### config.mk
export PLATFORM = sky130hd
export DESIGN_NAME = inv_mix_columns_iter
export DESIGN_NICKNAME = d
export VERILOG_FILES = /design/src/rtl/aes_pkg.sv /design/src/rtl/inv_mix_one_column.sv /design/src/rtl/inv_mix_columns_iter.sv
export SDC_FILE = /design/constraint.sdc
export NUM_CORES = 1
export LEC_CHECK = 0
export CORE_MARGIN = 1
export CORE_UTILIZATION = 35
export DETAILED_ROUTE_END_ITERATION = 8
export GPL_TIMING_DRIVEN = 0
export PLACE_DENSITY = 0.74
export SYNTH_ARGS = -nofsm -noshare
export SYNTH_HDL_FRONTEND = slang
export SYNTH_SLANG_ARGS = --single-unit
### constraint.sdc
create_clock -name clk -period 5.7 [get_ports clk]
set_input_delay 1.14 -clock clk [delete_from_list [all_inputs] [get_ports clk]]
set_output_delay 1.14 -clock clk [all_outputs]
set_load 0.05 [all_outputs]
### src/rtl/aes_pkg.sv
// Shared AES types, the GF(2^8) reduction constant and the xtime primitive.
// Also holds the FSM encoding for the iterative column-mix unit.
package aes_pkg;

   typedef logic [7:0]        aes_byte_t;
   typedef logic [3:0][7:0]   aes_col_t;
   typedef logic [15:0][7:0]  aes_state_t;

   localparam aes_byte_t AES_REDUCE = 8'h1B;

   typedef enum logic [1:0] {
      IMC_IDLE = 2'd0,
      IMC_BUSY = 2'd1,
      IMC_DONE = 2'd2
   } imc_fsm_e;

   // Multiply by 02 in GF(2^8) modulo x^8+x^4+x^3+x+1.
   function automatic aes_byte_t xtime(input aes_byte_t a);
      return {a[6:0], 1'b0} ^ (a[7] ? AES_REDUCE : 8'h00);
   endfunction

endpackage

### src/rtl/inv_mix_one_column.sv
// InvMixColumns of a single 4-byte column, purely combinational.
// Latency: none. Backpressure: not applicable.
module inv_mix_one_column
   import aes_pkg::*;
(
   input  aes_col_t col,
   output aes_col_t mixed
);

   aes_col_t x2, x4, x8;
   aes_col_t m9, mb, md, me;

   always_comb begin
      x2 = '0;
      x4 = '0;
      x8 = '0;
      m9 = '0;
      mb = '0;
      md = '0;
      me = '0;
      for (int i = 0; i < 4; i++) begin
         x2[i] = xtime(col[i]);
         x4[i] = xtime(x2[i]);
         x8[i] = xtime(x4[i]);
         m9[i] = x8[i] ^ col[i];
         mb[i] = x8[i] ^ x2[i] ^ col[i];
         md[i] = x8[i] ^ x4[i] ^ col[i];
         me[i] = x8[i] ^ x4[i] ^ x2[i];
      end
   end

   // Each output row is the circulant 0e,0b,0d,09 rotated by the row number.
   assign mixed[0] = me[0] ^ mb[1] ^ md[2] ^ m9[3];
   assign mixed[1] = m9[0] ^ me[1] ^ mb[2] ^ md[3];
   assign mixed[2] = md[0] ^ m9[1] ^ me[2] ^ mb[3];
   assign mixed[3] = mb[0] ^ md[1] ^ m9[2] ^ me[3];

endmodule

### src/rtl/inv_mix_columns_iter.sv
// Iterative AES InvMixColumns: COLS_PER_CYCLE columns per clock on a local state register.
// Latency: out_valid rises 4/COLS_PER_CYCLE edges after acceptance.
// Backpressure: result held in DONE until out_ready; no new input accepted until handoff.
module inv_mix_columns_iter
   import aes_pkg::*;
#(
   parameter int COLS_PER_CYCLE = 1
)(
   input  logic             clk,
   input  logic             reset,
   input  logic             in_valid,
   output logic             in_ready,
   input  logic [15:0][7:0] in_state,
   output logic             out_valid,
   input  logic             out_ready,
   output logic [15:0][7:0] out_state
);

   localparam logic [1:0] COL_STEP = 2'(COLS_PER_CYCLE);
   localparam logic [1:0] LAST_OFS = 2'(COLS_PER_CYCLE - 1);

   imc_fsm_e   fsm_q, fsm_d;
   logic [1:0] col_q, col_d;
   aes_state_t data_q, data_d;
   logic       out_valid_q;
   logic [1:0] last_col;

   logic [1:0] sel   [COLS_PER_CYCLE];
   aes_col_t   mixed [COLS_PER_CYCLE];

   genvar g;
   for (g = 0; g < COLS_PER_CYCLE; g++) begin : g_col
      assign sel[g] = col_q + 2'(g);
      inv_mix_one_column u_mix (
         .col   (data_q[{sel[g], 2'b00} +: 4]),
         .mixed (mixed[g])
      );
   end

   // Highest column touched this cycle; reaching 3 finishes the state.
   assign last_col = col_q + LAST_OFS;

   always_comb begin
      fsm_d  = fsm_q;
      col_d  = col_q;
      data_d = data_q;
      case (fsm_q)
         IMC_IDLE: begin
            if (in_valid) begin
               data_d = in_state;
               col_d  = 2'd0;
               fsm_d  = IMC_BUSY;
            end
         end
         IMC_BUSY: begin
            for (int i = 0; i < COLS_PER_CYCLE; i++) begin
               data_d[{sel[i], 2'b00} +: 4] = mixed[i];
            end
            col_d = col_q + COL_STEP;
            if (last_col == 2'd3) begin
               col_d = 2'd0;
               fsm_d = IMC_DONE;
            end
         end
         IMC_DONE: begin
            if (out_ready) begin
               fsm_d = IMC_IDLE;
            end
         end
         default: fsm_d = IMC_IDLE;
      endcase
   end

   always_ff @(posedge clk) begin
      if (reset) begin
         fsm_q       <= IMC_IDLE;
         col_q       <= 2'd0;
         data_q      <= '0;
         out_valid_q <= 1'b0;
      end else begin
         fsm_q       <= fsm_d;
         col_q       <= col_d;
         data_q      <= data_d;
         out_valid_q <= (fsm_d == IMC_DONE);
      end
   end

   assign in_ready  = (fsm_q == IMC_IDLE);
   assign out_valid = out_valid_q;
   assign out_state = data_q;

endmodule
==> Word-level counts from Yosys, hierarchy flattened <==
Cells that the tools add are included.
{ "op_classes": {"n_eq_ne": 5, "n_mux": 22, "bitwise": 48, "div": 0, "addsub": 2, "multipliers": 0, "order_cmp": 0, "n_shift": 17, "n_reduce_logical": 3} }
{ "ops": {"columns": ["cell", "count"], "rows": [
  ["XOR 8 bit", 48],
  ["case mux 128 bit (2 select lines)", 1],
  ["bitwise mux 128 bit", 1],
  ["two-way mux 128 bit", 1],
  ["indexed part select 16 x 5 -> 4 bit", 8],
  ["indexed part select 4 x 6 -> 16 bit", 8],
  ["two-way mux 5 bit", 12],
  ["variable shift 4 x 6 -> 16 bit, first input constant", 1],
  ["two-way mux 2 bit", 5],
  ["== test 2 bit, second input constant", 3],
  ["negation 4 -> 6 bit", 1],
  ["case mux 2 bit (3 select lines)", 1],
  ["case mux 2 bit (2 select lines)", 1],
  ["adder 2 x 1 -> 2 bit, second input constant", 1],
  ["== test 2 x 1 -> 1 bit, second input constant", 1],
  ["zero test 2 bit", 1],
  ["!= test 2 bit, second input constant", 1],
  ["AND reduction 2 bit", 1],
  ["nonzero test 2 bit", 1]
]} }
{ "word_totals": {"mem_bits_rw": 0, "word_cells": 116, "n_memories": 0, "rom_bits": 0, "latchBits": 0, "ff_bits": 133} }

==> Logic depth before layout (Yosys ltp) <==
Gate-level depths: netlist of run 1.
{ "logic_depth": {"ltp_word": 15, "mapped_depth": 13, "ltp_nobuf": 8} }

==> By module <==
Synthesis of run 1 repeated with hierarchy kept, for this count alone.
{ "hier_totals": {"hier_cells": 1033, "hier_area_um2": 9335.2} }
{ "by_module_without_submodules": {"columns": ["module", "n_inst", "cells_per_inst", "area_each_um2"], "rows": [
  ["inv_mix_columns_iter", 1, 822, 7423.4],
  ["inv_mix_one_column", 1, 211, 1911.8]
]} }

==> Worst setup path before layout of run 1 <==
Ideal clock, no wire load.
{ "synth_path": {"path_kind": "register to register", "startpoint": "register col_q[0]", "endpoint": "register data_q, in the netlist out_state[107]", "setup_slack_ns": 2.535, "synth_period_minus_slack_ns": 3.165, "stages_incl_launch_ff": 10, "t_required_ns": 5.626, "t_arrival_ns": 3.090, "cell_sequence": "dfxtp_1 buf_6 mux4_2 xnor2_4 xnor3_2 xor2_1 xnor3_2 xnor2_2 nand2_1 a31oi_1"} }
{ "synth_between": {"elab_chain_cells": 13, "elab_cells_between_ends": 72, "classes_between": "1 x add/sub; 9 x shift; 14 x mux; 48 x bitwise"} }
{ "synth_rtl": {"columns": ["element", "line", "rtl"], "rows": [
  ["start, declared", "inv_mix_columns_iter.sv:23", "logic [1:0] col_q, col_d;"],
  ["start signal, assigned", "inv_mix_columns_iter.sv:82", "col_q <= col_d;"],
  ["indexed part select 16 x 5 -> 4 bit", "inv_mix_columns_iter.sv:35", ".col (data_q[{sel[g], 2'b00} +: 4]),"],
  ["two-way mux 5 bit / XOR 8 bit (equally long branches)", "aes_pkg.sv:19", "return {a[6:0], 1'b0} ^ (a[7] ? AES_REDUCE : 8'h00);"],
  ["XOR 8 bit", "aes_pkg.sv:19", null],
  ["XOR 8 bit / two-way mux 5 bit (equally long branches)", "aes_pkg.sv:19", null],
  ["XOR 8 bit", "aes_pkg.sv:19", null],
  ["XOR 8 bit, on equally long branches", "inv_mix_one_column.sv:27, inv_mix_one_column.sv:28, inv_mix_one_column.sv:26", null],
  ["XOR 8 bit, on equally long branches", "inv_mix_one_column.sv:28, inv_mix_one_column.sv:26, inv_mix_one_column.sv:27", null],
  ["XOR 8 bit, on equally long branches (3 in a row)", null, null],
  ["indexed part select 4 x 6 -> 16 bit", "inv_mix_columns_iter.sv:57", "data_d[{sel[i], 2'b00} +: 4] = mixed[i];"],
  ["bitwise mux 128 bit *", "inv_mix_columns_iter.sv:57", null],
  ["case mux 128 bit (2 select lines) *", "inv_mix_columns_iter.sv:47", "case (fsm_q)"],
  ["end signal, assigned", "inv_mix_columns_iter.sv:83", "data_q <= data_d;"],
  ["end, declared", "inv_mix_columns_iter.sv:24", "aes_state_t data_q, data_d;"]
]} }
Every way passes the cells marked *; elsewhere a longest branch is shown, timed or not.
A chain may end at the register's enable or synchronous reset.

==> Worst setup path in the final report of run 1 <==
{ "layout_path": {"startpoint": "register col_q[0]", "endpoint": "register data_q, in the netlist out_state[4]"} }
{ "layout_between": {"elab_chain_cells": 13, "elab_cells_between_ends": 72, "classes_between": "1 x add/sub; 9 x shift; 14 x mux; 48 x bitwise"} }
{ "layout_rtl": {"columns": ["element", "line"], "rows": [
  ["indexed part select 16 x 5 -> 4 bit", "inv_mix_columns_iter.sv:35"],
  ["XOR 8 bit", "aes_pkg.sv:19"],
  ["two-way mux 5 bit / XOR 8 bit (equally long branches)", "aes_pkg.sv:19"],
  ["XOR 8 bit / two-way mux 5 bit (equally long branches)", "aes_pkg.sv:19"],
  ["XOR 8 bit", "aes_pkg.sv:19"],
  ["XOR 8 bit, on equally long branches", "inv_mix_one_column.sv:27, inv_mix_one_column.sv:28, inv_mix_one_column.sv:26"],
  ["XOR 8 bit, on equally long branches", "inv_mix_one_column.sv:28, inv_mix_one_column.sv:26, inv_mix_one_column.sv:27"],
  ["XOR 8 bit, on equally long branches (3 in a row)", null],
  ["indexed part select 4 x 6 -> 16 bit", "inv_mix_columns_iter.sv:57"],
  ["bitwise mux 128 bit *", "inv_mix_columns_iter.sv:57"],
  ["case mux 128 bit (2 select lines) *", "inv_mix_columns_iter.sv:47"]
]} }
Marked as above.

==> impl_metrics.csv, run 1 <==
group,metric,value,unit
sta,worst_hold_slack,0.482,ns
detailed_routing,dr.max_layer_used,"met4",
pwr,p_switching,3970,µW
detailed_routing,via_per_inst,5.88,
detailed_routing,wl_met1,14700,µm
cts,cts_tree,"built",
critical_path,worstPathCellList,"buf_6 > buf_6 > buf_6 > mux4_2 > xor2_2 > xnor3_1 > xor2_1 > xnor2_1 > o21ai_0 > o21ai_0 > nor2_1",
place,port_buffers,260,
outcome,status,"finished clean",
cts,clock_latency,0.43,ns
logic_synthesis,syn-num-nets,1070,
critical_path,end_kind,"register",
grt,grt_start_max_net_pins,17,
sta,rsz0062_at_grt,"false",
cells_and_area,area_delta_synth_final,42.5,%
floorplanning,start_util,0.360,
sta,setup_violations,0,
detailed_routing,drt-total-wl,37400,µm
cts,cts_made_buffers,17,
cts,postCtsHoldBufs,0,
floorplanning,core,23700,µm²
cts,htreeDepth,4,
detailed_routing,wire_per_inst,24.2,µm
grt,grt_antenna_before_repair,0,
grt,grt.total_usage,0.301,
detailed_routing,via_count,9086,
logic_synthesis,yosys-top-cells-area,"dfxtp_1, xnor2_1, mux4_2",
critical_path,max_stage_delay,0.65,ns
cells_and_area,drive_gt1_frac,0.0921,
floorplanning,num_rows,56,
logic_synthesis,synth_seq_cells,133,
cts,cts_sinks,133,
detailed_routing,routed-wl-met2,17100,µm
sta,setup-tns-final,0,ns
logic_synthesis,synth-seq-area-share,0.312,
pwr,p_leak,0.00430,µW
cells_and_area,final_nets,1350,
sta,slew_violations,0,
place,hpwlAfterDp,28200,µm
detailed_routing,ant_nets,0,
sta,max_slew.worst_pin.slew,0.991,ns
floorplanning,die-area,25000,µm²
critical_path,arrival,4.28,ns
detailed_routing,route.detailed.drc,0,
sta,fmax,0.250,GHz
floorplanning,die_x,158,µm
logic_synthesis,synth_cell_types,42,
cells_and_area,fill_cells,2207,
critical_path,critPathKind,"reg2reg",
pwr,p_int,3900,µW
critical_path,crit_top_cell,"buf_6",
sta,slew_headroom,0.336,
cells_and_area,n_antenna_cell,0,
place,gp_congestion,0.968,
logic_synthesis,synth_edf_count,0,
grt,gr-total-overflow,0,
detailed_routing,wl_met3,4300,µm
logic_synthesis,synthFlopType,"dfxtp_1",
pwr,swShare,0.504,
detailed_routing,firstDrtPassIters,5,
grt,grt_pass1_vias,8912,
job,maxCapViolations,0,
cts,cts_setup_buffers,0,
floorplanning,io_pins,262,
critical_path,path_max_fanout,10,
cts,cts_resized,0,
detailed_routing,drt_iter0_markers,1168,
critical_path,cp_slowest_cell,"mux4_2",
sta,final.min_clock_period,3.99,ns
grt,grt_pass1_wl,54600,µm
pwr,clock_power_share,0.145,
pwr,seqPwrFrac,0.147,
logic_synthesis,synthArstFlopShare,0,
pwr,pwr-share-comb,0.707,
cts,cts_buffer_depth,2,
logic_synthesis,yosys_warnings,0,
critical_path,crit_path_start_kind,"register",
pwr,powerDensity,648,nW/µm²
logic_synthesis,avgSynthCellArea,9.12,µm²
pwr,peakVddDrop,0.000464,V
sta,clock_skew,0.00906,ns
logic_synthesis,syn_area,8520,µm²
place,post-place-ws,1.79,ns
logic_synthesis,syn_inst,934,
min_path,hold_path.class,"reg2reg",
sta,timing.final.crit_share,0.701,
sta,hold_violations,0,
logic_synthesis,post-synth-top-area-fraction,0.312,
cts,clk_pin_slew,0.06,ns
cts,cts_root_buf,"clkbuf_16",
sta,fin_ws,1.71,ns
floorplanning,dieHeight,158,µm
critical_path,cp.required,5.99,ns
logic_synthesis,synth.largest_area_cell,"dfxtp_1",
## power groups by stage
stage / combinational (µW) / clock (µW) / sequential, µW
global placement: 5350 / 0 / 1170
global route: 5760 / 1180 / 1170
floorplan: 3550 / 0 / 1540
detailed placement: 5370 / 0 / 1170
CTS: 5420 / 1140 / 1150
finish: 5570 / 1140 / 1160
## logic make-up after synthesis
logic type / count (synthesis) / synth area share
multiplexers: 32 / 0.0846
XOR/XNOR: 188 / 0.247
flip-flops: 133 / 0.312
buffers and inverters: 87 / 0.0454
AO/OA/AOI/OAI: 240 / 0.179
AND/OR/NAND/NOR: 250 / 0.126
adder cells (fa/ha/maj): 4 / 0.00587
## through the flow
stage	utilization	std cells	power, µW	cell area (µm²)
floorplan	-	934	5080	8520
global placement	0.487	1513	6520	11500
detailed placement	0.487	1514	6550	11500
CTS	0.513	1546	7720	12100
global route	0.513	1546	8110	12100
finish	0.513	1546	7870	12100
## worst paths after layout
kind | startpoint | end | slack (ns) | depth (start not counted)
worst min register to register | out_state[93]$_SDFFE_PP0P_ | out_state[93]$_SDFFE_PP0P_ | 0.48 | 2
worst max-delay path | col_q[0]$_SDFFE_PP0P_ | out_state[4]$_SDFFE_PP0P_ | 1.71 | 11
worst max register to register | col_q[0]$_SDFFE_PP0P_ | out_state[4]$_SDFFE_PP0P_ | 1.71 | 11
worst min-delay path | out_state[93]$_SDFFE_PP0P_ | out_state[93]$_SDFFE_PP0P_ | 0.48 | 2
## registers in the layout, indices dropped and copies added, names as in the netlist
| register | flops |
|---|---|
| out_state | 128 |
| col_q | 2 |
| out_valid | 1 |
| fsm_q | 2 |
## cell type report
class | instances | area, µm² | share of cell area
multi-input cells | 714 | 5480 | 0.452
flip-flops and latches | 133 | 2660 | 0.219
repair buffers | 261 | 2610 | 0.215
clock buffers | 19 | 453 | 0.0373
well taps | 319 | 399 | 0.0329
plain buffers | 84 | 375 | 0.0309
clock inverters | 13 | 149 | 0.0123
inverters | 3 | 11.3 | 0.000927
## cell usage after synthesis, types with 2 or more instances
master / n
dfxtp_1: 133
xnor2_1: 115
nor2_1: 113
o21ai_0: 77
clkbuf_1: 64
a21oi_1: 59
nor3_1: 54
a221oi_1: 48
nand2_1: 47
xor2_1: 34
mux4_2: 32
nand3_1: 21
a31oi_1: 20
xnor2_2: 15
xnor3_1: 11
o32ai_1: 10
buf_4: 8
nand2b_1: 8
o21ai_1: 7
buf_2: 6
a211oi_1: 5
a21o_1: 4
a221oi_2: 4
a2bb2oi_1: 4
ha_1: 4
xnor2_4: 4
buf_1: 3
buf_6: 3
inv_1: 3
xor2_2: 3
xor3_1: 3
xnor3_2: 2
## critical path: cells and delay by family (launching register included)
| family | cells | cell delay, ns |
|---|---|---|
| AO/OA/AOI/OAI | 2 | 0.24 |
| XOR/XNOR | 4 | 1.55 |
| buffers and inverters | 3 | 0.78 |
| flip-flops | 1 | 0.54 |
| multiplexers | 1 | 0.65 |
| AND/OR/NAND/NOR | 1 | 0.06 |
## per-layer routing
metal  up-vias  track usage
met1      4338        0.396
met4         0        0.120
met5         -            0
met2       734        0.482
li1       3912            -
met3       102       0.0616
## placed cells by master (no fill, tap or decap), types with 9 or more instances in the layout
cell and instances:
a31oi_1 20, clkbuf_1 64, clkdlybuf4s50_1 260, a21oi_1 59, nor2_1 113, nor3_1 53
clkbuf_16 17, buf_4 9, a221oi_1 48, dfxtp_1 133, nand3_1 21, xor2_1 34
o21ai_0 77, xnor2_2 15, mux4_2 32, xnor3_1 11, o32ai_1 10, xnor2_1 115
nand2_1 47
Note: power is estimated with default switching activity, not from simulation.
==> run 2, diff against run 1 <==
- PLACE_DENSITY: 0.74 -> 0.76
- clock period: 5.7 -> 3.57 ns (I/O delays scaled with it)
==> impl_metrics.csv, run 2 (synthesized netlist as in run 1, its figures left out) <==
group,metric,value,unit
sta,hold_violations,0,
grt,grt_pass1_vias,9030,
sta,slew_headroom,0.377,
sta,max_slew.worst_pin.slew,0.934,ns
pwr,p_switching,6870,µW
pwr,pwr-share-comb,0.739,
critical_path,rrSetupSlack,0.08,ns
cells_and_area,layout_commonest_cell,"clkdlybuf4s50_1",
floorplanning,io_pins,262,
floorplanning,die_x,158,µm
place,post-place-ws,-0.311,ns
critical_path,cp.required,3.87,ns
cts,cts_tree,"built",
sta,fmax,0.286,GHz
cells_and_area,instances_no_fill,1558,
critical_path,critPathCapture,"out_state[5]$_SDFFE_PP0P_",
sta,setup_violations,0,
sta,rsz0062_at_grt,"false",
sta,final.min_clock_period,3.49,ns
place,port_buffers,260,
cells_and_area,area_delta_synth_final,47.5,%
outcome,status,"finished clean",
cells_and_area,utilization,0.531,
detailed_routing,route.detailed.drc,0,
floorplanning,die-area,25000,µm²
cts,cts_sinks,133,
critical_path,crit_path_start_kind,"register",
critical_path,r2r-end,"out_state[5]$_SDFFE_PP0P_",
pwr,swShare,0.492,
pwr,p_leak,0.00450,µW
job,maxCapViolations,0,
floorplanning,num_rows,56,
cts,clk_pin_slew,0.06,ns
cts,htreeDepth,4,
floorplanning,start_util,0.360,
critical_path,reg2reg_from,"col_q[1]$_SDFFE_PP0P_",
cells_and_area,drive_gt1_frac,0.126,
sta,timing.final.crit_share,0.978,
cells_and_area,fill_cells,2164,
place,dp_cells,1514,
detailed_routing,via_count,9332,
grt,gr-total-overflow,0,
critical_path,ff2ff_path_depth,12,
sta,fin_ws,0.0789,ns
critical_path,path_max_fanout,10,
cts,cts_buffer_depth,2,
cells_and_area,final_nets,1363,
sta,slew_violations,0,
grt,grt_antenna_before_repair,0,
cts,postCtsHoldBufs,0,
detailed_routing,drt-total-wl,38800,µm
cells_and_area,n_antenna_cell,0,
pwr,clock_power_share,0.128,
pwr,powerDensity,1110,nW/µm²
critical_path,crit_start,"col_q[1]$_SDFFE_PP0P_",
critical_path,arrival,3.79,ns
place,hpwlAfterDp,28300,µm
grt,grt_start_max_net_pins,17,
pwr,peakVddDrop,0.000787,V
place,gp_congestion,0.952,
detailed_routing,via_per_inst,5.99,
detailed_routing,ant_nets,0,
pwr,seqPwrFrac,0.133,
detailed_routing,drt_iter0_markers,1355,
cts,cts_made_buffers,17,
critical_path,end_kind,"register",
grt,grt_pass1_wl,55300,µm
sta,setup-tns-final,0,ns
cts,cts_root_buf,"clkbuf_16",
sta,clock_skew,0.0114,ns
floorplanning,dieHeight,158,µm
min_path,hold_path.class,"reg2reg",
critical_path,critPathKind,"reg2reg",
cells_and_area,largest_reg_flops,128,
pwr,fin_total_pwr,14000,µW
pwr,p_int,7090,µW
floorplanning,core,23700,µm²
cts,clock_latency,0.44,ns
detailed_routing,firstDrtPassIters,6,
cells_and_area,layout_common_cells,"clkdlybuf4s50_1, dfxtp_1, nor2_1, xnor2_1, o21ai_0",
grt,grt.total_usage,0.308,
detailed_routing,wire_per_inst,24.9,µm
## run 2: worst min-delay path by stage
stage | cells after the start | start | endpoint
after global placement | 2 | out_state[107]$_SDFFE_PP0P_ | out_state[107]$_SDFFE_PP0P_
after CTS | 2 | out_state[67]$_SDFFE_PP0P_ | out_state[67]$_SDFFE_PP0P_
after detailed placement | 2 | out_state[67]$_SDFFE_PP0P_ | out_state[67]$_SDFFE_PP0P_
after floorplan | 3 | fsm_q[1]$_SDFF_PP0_ | fsm_q[1]$_SDFF_PP0_
final | 2 | out_state[67]$_SDFFE_PP0P_ | out_state[67]$_SDFFE_PP0P_
after global routing | 2 | out_state[93]$_SDFFE_PP0P_ | out_state[93]$_SDFFE_PP0P_
## run 2: layout make-up
type / instances / area [µm²] / share of cell area
Buffer: 82 / 404 / 0.0322
Clock buffer: 20 / 457 / 0.0363
Clock inverter: 11 / 126 / 0.0101
Inverter: 3 / 11.3 / 0.000896
Multi-Input combinational cell: 714 / 5770 / 0.459
Sequential cell: 133 / 2670 / 0.212
Tap cell: 319 / 399 / 0.0318
Timing Repair Buffer: 276 / 2740 / 0.218
## run 2: power by group through the flow
stage / clock (µW) / combinational [µW] / sequential, µW
after floorplan: 0 / 5660 / 2450
after global placement: 0 / 8490 / 1870
after detailed placement: 0 / 8540 / 1880
after CTS: 1770 / 9280 / 1850
after global routing: 1830 / 10600 / 1870
final: 1790 / 10300 / 1860
## run 2: routing by layer
metal / GRT usage / share of wire
met5: 0 / 0
met4: 0.142 / 0.045
met3: 0.0671 / 0.13
met2: 0.493 / 0.46
met1: 0.396 / 0.36
## run 2: worst max-delay path: stages, from the launching register on
cell and delay (ns):
dfxtp_1 0.41, buf_6 0.24, buf_8 0.21, buf_6 0.22
mux4_2 0.34, buf_4 0.22, xnor2_4 0.18, xnor2_4 0.32
xnor3_1 0.50, xnor2_2 0.34, o21ai_0 0.17, o21ai_0 0.12
nor2_1 0.06
## run 2: metrics by stage
step	hold WS, ns	cell area (µm²)
floorplan	0.645	8520
global placement	0.470	11500
detailed placement	0.480	11500
CTS	0.487	12300
global route	0.505	12600
finish	0.484	12600
## run 2: timing repair
| action | CTS | global route |
|---|---|---|
| setup buffers | 4 | 11 |
| pin swaps | 3 | 6 |
| resized for setup | 19 | 31 |
| endpoints found under the setup margin | 97 | 110 |
